[config.mk]
export PLATFORM = sky130hd
export DESIGN_NAME = nanoproc_gen
export DESIGN_NICKNAME = d
export VERILOG_FILES = /design/src/rtl/nanoproc_gen.sv
export SDC_FILE = /design/constraint.sdc
export NUM_CORES = 1
export LEC_CHECK = 0
export ABC_AREA = 1
export BUFFER_PORTS_ARGS = -buffer_cell sky130_fd_sc_hd__buf_2
export CORE_ASPECT_RATIO = 1.4
export CORE_UTILIZATION = 45
export DETAILED_ROUTE_END_ITERATION = 8
export HOLD_SLACK_MARGIN = 0.02
export PLACE_DENSITY = 0.59
export SYNTH_ARGS = -nofsm -noshare
export SYNTH_HDL_FRONTEND = slang
export SYNTH_SLANG_ARGS = --single-unit
[constraint.sdc]
create_clock -name clk -period 3.4 [get_ports clk]
set_input_delay 1.02 -clock clk [delete_from_list [all_inputs] [get_ports clk]]
set_output_delay 1.02 -clock clk [all_outputs]
set_load 0.01 [all_outputs]
[src/rtl/nanoproc_gen.sv]
// nanoproc_gen: width-generic accumulator core (ram_* RAM port with ready handshake, out LED register, I debug, halted, stk_err sticky)
module nanoproc_gen #(
  parameter int DATA_W = 8,
  parameter int ADDR_W = 8,
  parameter int STACK_DEPTH = 4
) (
  input  logic              clk,
  input  logic              reset,
  input  logic              ram_ready,
  input  logic [DATA_W-1:0] ram_data_read,
  output logic              ram_write,
  output logic [ADDR_W-1:0] ram_addr,
  output logic [DATA_W-1:0] ram_data_write,
  output logic [DATA_W-1:0] out,
  output logic [DATA_W-1:0] I,
  output logic              halted,
  output logic              stk_err
);
  localparam int SPW = $clog2(STACK_DEPTH + 1);
  localparam logic [SPW-1:0] SP_FULL = SPW'(STACK_DEPTH);
  typedef enum logic [1:0] {FETCH_I, FETCH_OP, EXEC, HALT} state_t;
  state_t state_q, state_d;
  logic [ADDR_W-1:0] pc_q, pc_d, ad_q, ad_d;
  logic [DATA_W-1:0] i_q, i_d, acc_q, acc_d, out_q, out_d, bx, res;
  logic [DATA_W:0] sum;
  logic c_q, c_d, z_q, z_d, err_q, err_d, push, pop, taken, cres;
  logic [SPW-1:0] sp_q, sp_d;
  logic [ADDR_W-1:0] stk_q [STACK_DEPTH];
  logic [3:0] op, sub;
  assign op = i_q[7:4];
  assign sub = i_q[3:0];
  assign bx = sub[1] ? ~ram_data_read : ram_data_read;
  assign sum = {1'b0, acc_q} + {1'b0, bx} + (DATA_W+1)'(sub[0] ? c_q : sub[1]);
  assign taken = i_q[1] ? (i_q[0] ? !z_q : c_q) : (i_q[0] ? z_q : 1'b1);
  assign ram_addr = state_q == EXEC ? ad_q : pc_q;
  assign ram_write = state_q == EXEC && op == 4'd1;
  assign ram_data_write = acc_q;
  assign out = out_q;
  assign I = i_q;
  assign halted = state_q == HALT;
  assign stk_err = err_q;
  always_comb begin
    res = acc_q;
    cres = c_q;
    case (sub)
      4'd0: res = acc_q | ram_data_read;
      4'd1: res = acc_q ^ ram_data_read;
      4'd2: res = acc_q & ram_data_read;
      4'd3: res = ram_data_read;
      4'd4, 4'd5, 4'd6, 4'd7: {cres, res} = sum;
      4'd8: {cres, res} = {acc_q, c_q};
      4'd9: {res, cres} = {c_q, acc_q};
      default: ;
    endcase
  end
  always_comb begin
    state_d = state_q;
    pc_d = pc_q;
    ad_d = ad_q;
    i_d = i_q;
    acc_d = acc_q;
    out_d = out_q;
    c_d = c_q;
    z_d = z_q;
    err_d = err_q;
    sp_d = sp_q;
    push = 1'b0;
    pop = 1'b0;
    if (ram_ready) begin
      case (state_q)
        FETCH_I: begin
          i_d = ram_data_read;
          pc_d = pc_q + ADDR_W'(1);
          state_d = FETCH_OP;
        end
        FETCH_OP: begin
          ad_d = ram_data_read[ADDR_W-1:0];
          pc_d = pc_q + ADDR_W'(1);
          state_d = op <= 4'd2 ? EXEC : op == 4'd7 ? HALT : FETCH_I;
          if (op == 4'd3 && taken) pc_d = ram_data_read[ADDR_W-1:0];
          if (op == 4'd4) begin
            if (sp_q == SP_FULL) err_d = 1'b1;
            else begin
              push = 1'b1;
              sp_d = sp_q + SPW'(1);
              pc_d = ram_data_read[ADDR_W-1:0];
            end
          end
          if (op == 4'd5) begin
            if (sp_q == '0) err_d = 1'b1;
            else begin
              pop = 1'b1;
              sp_d = sp_q - SPW'(1);
              pc_d = stk_q[0];
            end
          end
          if (op == 4'd6) begin
            acc_d = ram_data_read;
            z_d = ram_data_read == '0;
          end
        end
        EXEC: begin
          state_d = FETCH_I;
          if (op == 4'd0 && sub <= 4'd9) begin
            acc_d = res;
            c_d = cres;
            z_d = res == '0;
          end
          if (op == 4'd2) out_d = ram_data_read;
        end
        default: ;
      endcase
    end
  end
  always_ff @(posedge clk or posedge reset) begin
    if (reset) begin
      state_q <= FETCH_I;
      pc_q <= '0;
      ad_q <= '0;
      i_q <= '0;
      acc_q <= '0;
      out_q <= '0;
      c_q <= 1'b0;
      z_q <= 1'b0;
      err_q <= 1'b0;
      sp_q <= '0;
      for (int k = 0; k < STACK_DEPTH; k++) stk_q[k] <= '0;
    end else begin
      state_q <= state_d;
      pc_q <= pc_d;
      ad_q <= ad_d;
      i_q <= i_d;
      acc_q <= acc_d;
      out_q <= out_d;
      c_q <= c_d;
      z_q <= z_d;
      err_q <= err_d;
      sp_q <= sp_d;
      if (push) begin
        stk_q[0] <= pc_q + ADDR_W'(1);
        for (int k = 1; k < STACK_DEPTH; k++) stk_q[k] <= stk_q[k-1];
      end else if (pop) begin
        for (int k = 0; k < STACK_DEPTH - 1; k++) stk_q[k] <= stk_q[k+1];
      end
    end
  end
endmodule

## Yosys cells after proc, flatten, opt, wreduce, memory -nomap -nowiden

Index checks and enable logic that the tools add are counted.

- Flip-flop bits (word level): 80
- Output and inout port bits: 35

- Add/subtract/negate cells: 5
- Order comparisons: 2
- Eq/ne operators: 22
- Multiplexer cells: 41
- Bitwise gates (word level): 4
- Reductions and logical operators: 23

Operators by type and width:

| cell | number |
|---|---|
| $mux W8 | 9 |
| $pmux W8 S7 | 1 |
| $mux W24 | 2 |
| $eq A4 B3 Y1 const B | 8 |
| $pmux W8 S2 | 2 |
| $mux W1 | 18 |
| $eq A4 B2 Y1 const B | 4 |
| $logic_not A8 Y1 | 2 |
| $mux W3 | 4 |
| $add A8 B8 Y9 | 1 |
| $add A9 B1 Y9 | 1 |
| $add A8 B1 Y8 const B | 1 |
| $and A8 B8 Y8 | 1 |
| $eq A4 B1 Y1 const B | 2 |
| $eq A4 B4 Y1 const B | 2 |
| $logic_not A4 Y1 | 2 |
| $not A8 Y8 | 1 |
| $or A8 B8 Y8 | 1 |
| $reduce_and A2 Y1 | 4 |
| $reduce_and A4 Y1 | 2 |
| $xor A8 B8 Y8 | 1 |
| $pmux W2 S3 | 1 |
| $reduce_bool A2 Y1 | 3 |
| $reduce_bool A3 Y1 | 2 |
| 18 further kinds | 22 |

## Longest topological paths before layout

Gate-level depths: netlist (run 1).

- Depth in word-level cells: 10
- Gate-level depth with buffers: 19
- Mapped depth without buffers: 18

## Worst setup path before layout (run 1)

OpenSTA, ideal clock, no wires.

- Path kind: input port to flip-flop
- Start: input port ram_data_read[0]
- End: register z_q
- Setup time: 122 ps
- Data arrival time: 2,622 ps
- Data required time: 3,278 ps
- Slack: 655 ps
- Stages on the path: 14
- Cells stage by stage: xor2_1 fa_1 inv_1 fa_1 nor2_1 nor2_1 nand2_1 nor2_1 nand2_1 nand2_1 nand3_1 nor2_1 nand3_1 a21oi_1

- Longest elaborated chain between the ends: 8
- Elaborated cells on any way between the ends: 13
- Classes of those cells: add/sub: 2; mux: 5; bitwise: 4; reduce/logical: 2

Ends and longest elaborated chain:

| item | RTL line | source |
|---|---|---|
| from (decl) | 10 | `input logic [DATA_W-1:0] ram_data_read,` |
| $not A8 Y8 | 32 | `assign bx = sub[1] ? ~ram_data_read : ram_data_read;` |
| $mux W8 | 32 |  |
| $add A8 B8 Y9 | 33 | `assign sum = {1'b0, acc_q} + {1'b0, bx} + (DATA_W+1)'(sub[0] ? c_q : sub[1]);` |
| $add A9 B1 Y9 | 33 |  |
| $pmux W8 S7 | 45 | `case (sub)` |
| $logic_not A8 Y1 | 107 | `z_d = res == '0;` |
| $mux W1 | 104 | `if (op == 4'd0 && sub <= 4'd9) begin` |
| $pmux W1 S2 * | 70 | `case (state_q)` |
| to (signal assigned) | 136 | `z_q <= z_d;` |
| to (decl) | 26 | `logic c_q, c_d, z_q, z_d, err_q, err_d, push, pop, taken, cres;` |

Mark *: on every way between the ends. The rest lies on a longest branch, timed or not. The select of a mux whose other input is x is not followed.
A chain may end at the register's enable or synchronous reset.

## Worst setup path in the final report (run 1)

- Start: register state_q[0]
- End: output port ram_addr[6]

- Longest elaborated chain between the ends: 2

Ends and longest elaborated chain:

| item | RTL line | source |
|---|---|---|
| from (decl) | 22 | `state_t state_q, state_d;` |
| from (signal assigned) | 129 | `state_q <= state_d;` |
| $eq A2 B2 Y1 | 35 | `assign ram_addr = state_q == EXEC ? ad_q : pc_q;` |
| $mux W8 | 35 |  |
| to (decl) | 12 | `output logic [ADDR_W-1:0] ram_addr,` |

No other way between the ends.

==> results of run 1 <==
[layout make-up]
type | count | area, µm² | share of cell area (%)
clock buffers | 10 | 239 | 3.96
well taps | 144 | 180 | 2.98
clock inverters | 6 | 90.1 | 1.49
inverters | 93 | 350 | 5.80
repair buffers | 54 | 305 | 5.05
multi-input cells | 524 | 2880 | 47.6
flip-flops and latches | 80 | 2000 | 33.1
[stage by stage]
step | std cells | hold WS (ns) | utilization [%]
floorplan | 720 | 0.437 | -
detailed placement | 895 | 0.448 | 49.8
CTS | 911 | 0.471 | 52.7
finish | 911 | 0.471 | 52.8
global route | 911 | 0.486 | 52.8
global placement | 895 | 0.439 | 49.8
[metal layers]
layer | vias up | GRT usage, %
li1 | 2461 | -
met1 | 2352 | 31.4
met2 | 116 | 45.9
met3 | 30 | 2.89
met4 | 0 | 10.9
met5 | - | 0
[kinds of logic (layout without fill, tap and decap cells)]
kind of cell    after synthesis  after routing
buf+inv                     116            163
flops                        80             80
xor+xnor                     15             15
compound gates              165            165
fa+ha+maj                    33             33
simple gates                311            311
[critical path, cell delays in order, from the launching register on]
cell and delay [ns]:
dfrtp_1 0.41, inv_1 0.11, ha_1 0.18, clkinv_1 0.38, nand2_1 0.20, nand2_1 0.06
buf_2 0.13
[placed cells by master, fill, tap and decap left out, drive strengths merged, types with 6 or more instances in the layout]
| cell type | netlist | final |
|---|---|---|
| nand4 | 6 | 6 |
| nor3 | 7 | 7 |
| nand3 | 52 | 52 |
| nand3b | 7 | 7 |
| xor2 | 14 | 14 |
| a21oi | 35 | 35 |
| o221ai | 6 | 6 |
| nor2 | 59 | 59 |
| dfrtp | 80 | 80 |
| inv | 91 | 91 |
| o22ai | 8 | 8 |
| nand2 | 175 | 175 |
| buf | 12 | 54 |
| ha | 31 | 31 |
| o21ai | 101 | 101 |
| clkbuf | 11 | 10 |
[path summary, 6_finish.rpt]
path,startpoint,endpoint,slack (ns)
max reg2reg,I[1],z_q,0.72
min in group asynchronous,reset,stk_q[7],0.78
min,stk_err,stk_err,0.47
max in group asynchronous,reset,ram_data_write[4],2.30
max,state_q[0],ram_addr[6],0.57
min reg2reg,stk_err,stk_err,0.47
[registers in the layout, summed over array words and instances, names as in the netlist, 2 cells and up]
register	cells
stk_q	32
pc_q	8
sp_q	3
ad_q	8
I	8
out	8
ram_data_write	8
state_q	2
[repair_timing]
item	in CTS	in global routing
resized for setup	0	1
setup buffers	0	0
setup endpoints to repair	0	5
[power by group]
part           internal [µW]  switching (µW)
Combinational           1150            2120
Sequential              1400             417
Clock                    666             405
Total                   3210            2950
==> impl_metrics.tcl, run 1 <==
set metrics [dict create \
    outcome "complete, no violations" \
    nNetsFinal 806 \
    clock.fmax_mhz 353 \
    synth_xor_area_share_pct 2.45 \
    cts_buffers 9 \
    rsz0062_at_grt "no" \
    ys.flop_type "dfrtp_1" \
    synth_common_cells "nand2_1, o21ai_0, inv_1, dfrtp_1, nand3_1" \
    num_antenna_cells 0 \
    synthMuxAreaShare_pct 0 \
    arrival_ns 1.81 \
    syn_to_final_growth_pct 12.7 \
    setup_tns_ns 0 \
    die-area_um2 12400 \
    path_max_fanout 10 \
    worst_setup_path_start_kind "register" \
    drt_iter0_markers 255 \
    ir_drop_mv 0.482 \
    io_buffers 45 \
    clock_sinks 80 \
    synth_seq_cells 80 \
    drt_wl_total_um 15100 \
    cts_root_buffer "clkbuf_16" \
    syn-num-nets 764 \
    ctsHoldBuffers 0 \
    clock_skew_ns 0.0114 \
    yosysWarnings 0 \
    path_class "reg2out" \
    synth_area_leaders "dfrtp_1, nand2_1, o21ai_0, ha_1, inv_1" \
    drv_slew 0 \
    htree_num_levels 3 \
    synth.most_common_cell "nand2_1" \
    grtUsageTotal_pct 26.1 \
    slew_headroom_pct 54.3 \
    synth_fa_ha_area_share_pct 7.99 \
    drive_above_1_share_pct 13.8 \
    synthCells 720 \
    via_per_inst 5.44 \
    fin_area_um2 6040 \
    insertion_delay_ns 0.34 \
    grt-ovfl-total 0 \
    hold_path_class "reg2reg" \
    ys_seq_area_share_pct 37.4 \
    post-dp-hpwl_um 11200 \
    place_area_um2 5710 \
    fp.dieW_um 94.2 \
    routed.top_layer "met4" \
    max-clock-path-buffers 2 \
    min_path_cells 1 \
    antenna_left 0 \
    postSynthAreaPerCell_um2 7.44 \
    drv_cap 0 \
    ys_async_sr_fraction_pct 100 \
    yosys.area_share.simple_pct 26.2 \
    fillCellCount 1129 \
    finalSetupViolations 0 \
    power_uw 6160 \
    dr.pass1.iters 5 \
    tritoncts "built" \
    reg2reg_depth 18 \
    synth.distinct_cells 43 \
    power_density_nw_per_um2 1020 \
    dr_wl_met3_um 465 \
    gp_congestion 0.893 \
    wl_per_cell_um 16.6 \
    io_pins 46 \
    synth_top_family_by_area "simple AND/OR/NAND/NOR gates" \
    grt_pass1_wl_um 24900 \
    rows 46 \
    synth_area_um2 5360 \
    p_leak_uw 0.00308 \
    core_area_um2 11500 \
    hold_viol_final 0 \
    synth_edf_count 0 \
    synth_compound_area_share_pct 16.9 \
    wl_met1_um 6120 \
    met2_length_um 7970 \
    pre_cts_slack_ns 0.108 \
    clk_pin_slew_ns 0.07 \
    die_h_um 131 \
    worst_slack_ns 0.569 \
    grt_pass1_vias 4873 \
    grt_antenna_before_repair 0 \
    vias 4959 \
    fin_crit_ns 2.83 \
    start_util_pct 46.8 \
    min_period_over_period_pct 83.3 \
    synth_top_area_share_pct 37.4 \
    critPathCaptureType "output pin" \
    drc 0 \
    critPathRequiredTime_ns 2.38 \
    grt_max_degree 81 \
    tightest_slew_ns 0.683 \
    yosysTopAreaCell "dfrtp_1" \
]
No activity file was read; power rests on OpenSTA's default activity.
==> run 2, diff against run 1 <==
- clock period: 3.4 -> 2.8 ns (I/O delays scaled with it)
==> impl_metrics.tcl, run 2 (synthesized netlist as in run 1, its figures left out) <==
set metrics [dict create \
    outcome "complete, no violations" \
    via_per_inst 5.43 \
    regMostFlops "stk_q" \
    reg2reg_from "state_q[1]" \
    grt_max_degree 81 \
    drt_iter0_markers 282 \
    post-dp-hpwl_um 11200 \
    p_seq_share_pct 28.6 \
    grt_pass1_wl_um 24400 \
    hold_path_class "reg2reg" \
    hold_viol_final 0 \
    clk_pin_slew_ns 0.06 \
    layout_commonest_cell "nand2_1" \
    largest_reg_flops 32 \
    swShare_pct 47.2 \
    start_util_pct 46.8 \
    cts_buffers 9 \
    fin_crit_ns 2.49 \
    fp.dieW_um 94.2 \
    rows 46 \
    max-clock-path-buffers 2 \
    rsz0062_at_grt "no" \
    gp_congestion 0.892 \
    pwr-share-comb_pct 53.6 \
    p_switching_uw 3570 \
    power_density_nw_per_um2 1230 \
    clock.fmax_mhz 402 \
    hold_end "stk_err" \
    critPathRequiredTime_ns 3.03 \
    arrival_ns 2.72 \
    drv_cap 0 \
    insertion_delay_ns 0.34 \
    num_antenna_cells 0 \
    hold_ws_ns 0.462 \
    rrSetupSlack_ns 0.42 \
    dp.cells 907 \
    hold_path_startpoint "stk_err" \
    path_max_fanout 2 \
    worst_slack_ns 0.310 \
    clock_sinks 80 \
    slew_headroom_pct 56.1 \
    grt-ovfl-total 0 \
    worst_setup_path_start_kind "input port" \
    nNetsFinal 818 \
    postCtsSetupBuffers 0 \
    clkPwrFrac_pct 17.8 \
    io_pins 46 \
    grt_antenna_before_repair 0 \
    min_period_over_period_pct 88.9 \
    cts-resized-gates 0 \
    utilization_pct 53.6 \
    r2r_end "stk_q[23]" \
    htree_num_levels 3 \
    power_uw 7560 \
    tritoncts "built" \
    layout_common_cells "nand2_1, o21ai_0, inv_1, dfrtp_1, nand3_1" \
    fin_cells 923 \
    antenna_left 0 \
    vias 5013 \
    ctsHoldBuffers 0 \
    die-area_um2 12400 \
    drv_slew 0 \
    drc 0 \
    critPathCaptureType "register" \
    min_path_cells 1 \
    tightest_slew_ns 0.656 \
    io_buffers 45 \
    grt_pass1_vias 4848 \
    finalSetupViolations 0 \
    die_h_um 131 \
    ir_drop_mv 0.726 \
    grtUsageTotal_pct 25.7 \
    core_area_um2 11500 \
    drt_wl_total_um 15100 \
    dr.pass1.iters 5 \
    p_leak_uw 0.00314 \
    internal-power_uw 3990 \
    syn_to_final_growth_pct 14.6 \
    drive_above_1_share_pct 15.1 \
    pre_cts_slack_ns -0.0337 \
    cts_root_buffer "clkbuf_16" \
    wl_per_cell_um 16.3 \
    path_class "in2reg" \
    reg2reg_depth 8 \
    clock_skew_ns 0.00771 \
]
-- run 2: cell types whose count changed in the layout (fill, tap and decap cells not counted) --
| cell | before | now |
|---|---|---|
| buf_4 | 8 | 20 |
| clkbuf_8 | 1 | 3 |
| clkinv_2 | 2 | 1 |
| clkinv_4 | 1 | 0 |
| nor2_2 | 6 | 7 |
| nor2_4 | 6 | 5 |
-- run 2: worst max-delay path by stage --
stage | to | cells past startpoint | from | slack, ns
floorplan | z_q | 14 | ram_data_read[0] | 0.24
detailed placement | z_q | 16 | ram_data_read[0] | -0.03
global placement | z_q | 15 | ram_data_read[0] | -0.0001
CTS | ram_addr[0] | 5 | state_q[0] | 0.29
finish | z_q | 15 | ram_data_read[0] | 0.31
global route | z_q | 18 | ram_data_read[0] | 0.13
-- run 2: critical path, stage by stage --
cell	delay [ns]
buf_2	0.11
xor2_1	0.17
fa_1	0.41
inv_1	0.09
fa_1	0.40
nor2_1	0.11
nor2_1	0.05
nand2_1	0.07
nor2_1	0.04
nand2_1	0.05
nand2_1	0.06
nand3_1	0.12
nor2_1	0.06
nand3_1	0.08
a21oi_1	0.06
-- run 2: power groups by stage --
stage          Sequential [µW]  Combinational [µW]  Clock [µW]
2_1_floorplan             2140                2900           0
4_1_cts                   2160                4070        1360
3_5_place_dp              2170                4040           0
5_1_grt                   2240                4590        1420
3_3_place_gp              2160                3970           0
6_report                  2160                4050        1340
-- run 2: per-layer routing --
layer	up-vias	share of wire [%]	routed length (µm)	track usage [%]
li1	2484	-	-	-
met1	2345	39	5910	29.4
met2	153	53	8040	46.2
met3	31	4.3	655	3.70
met4	0	3.1	466	10.9
met5	-	0	0	0
-- run 2: final cells by class --
class,instances,area [µm²]
Clock buffer,12,267
Clock inverter,4,73.8
Fill cell,1103,5310
Inverter,93,353
Multi-Input combinational cell,524,2870
Sequential cell,80,2000
Tap cell,144,180
Timing Repair Buffer,66,395
-- run 2: per-stage QoR --
step	setup TNS, ns	area, µm²
after floorplan	0	5360
after global placement	-0.000143	5800
after detailed placement	-0.0337	5800
after CTS	0	6140
after global routing	0	6140
final	0	6140
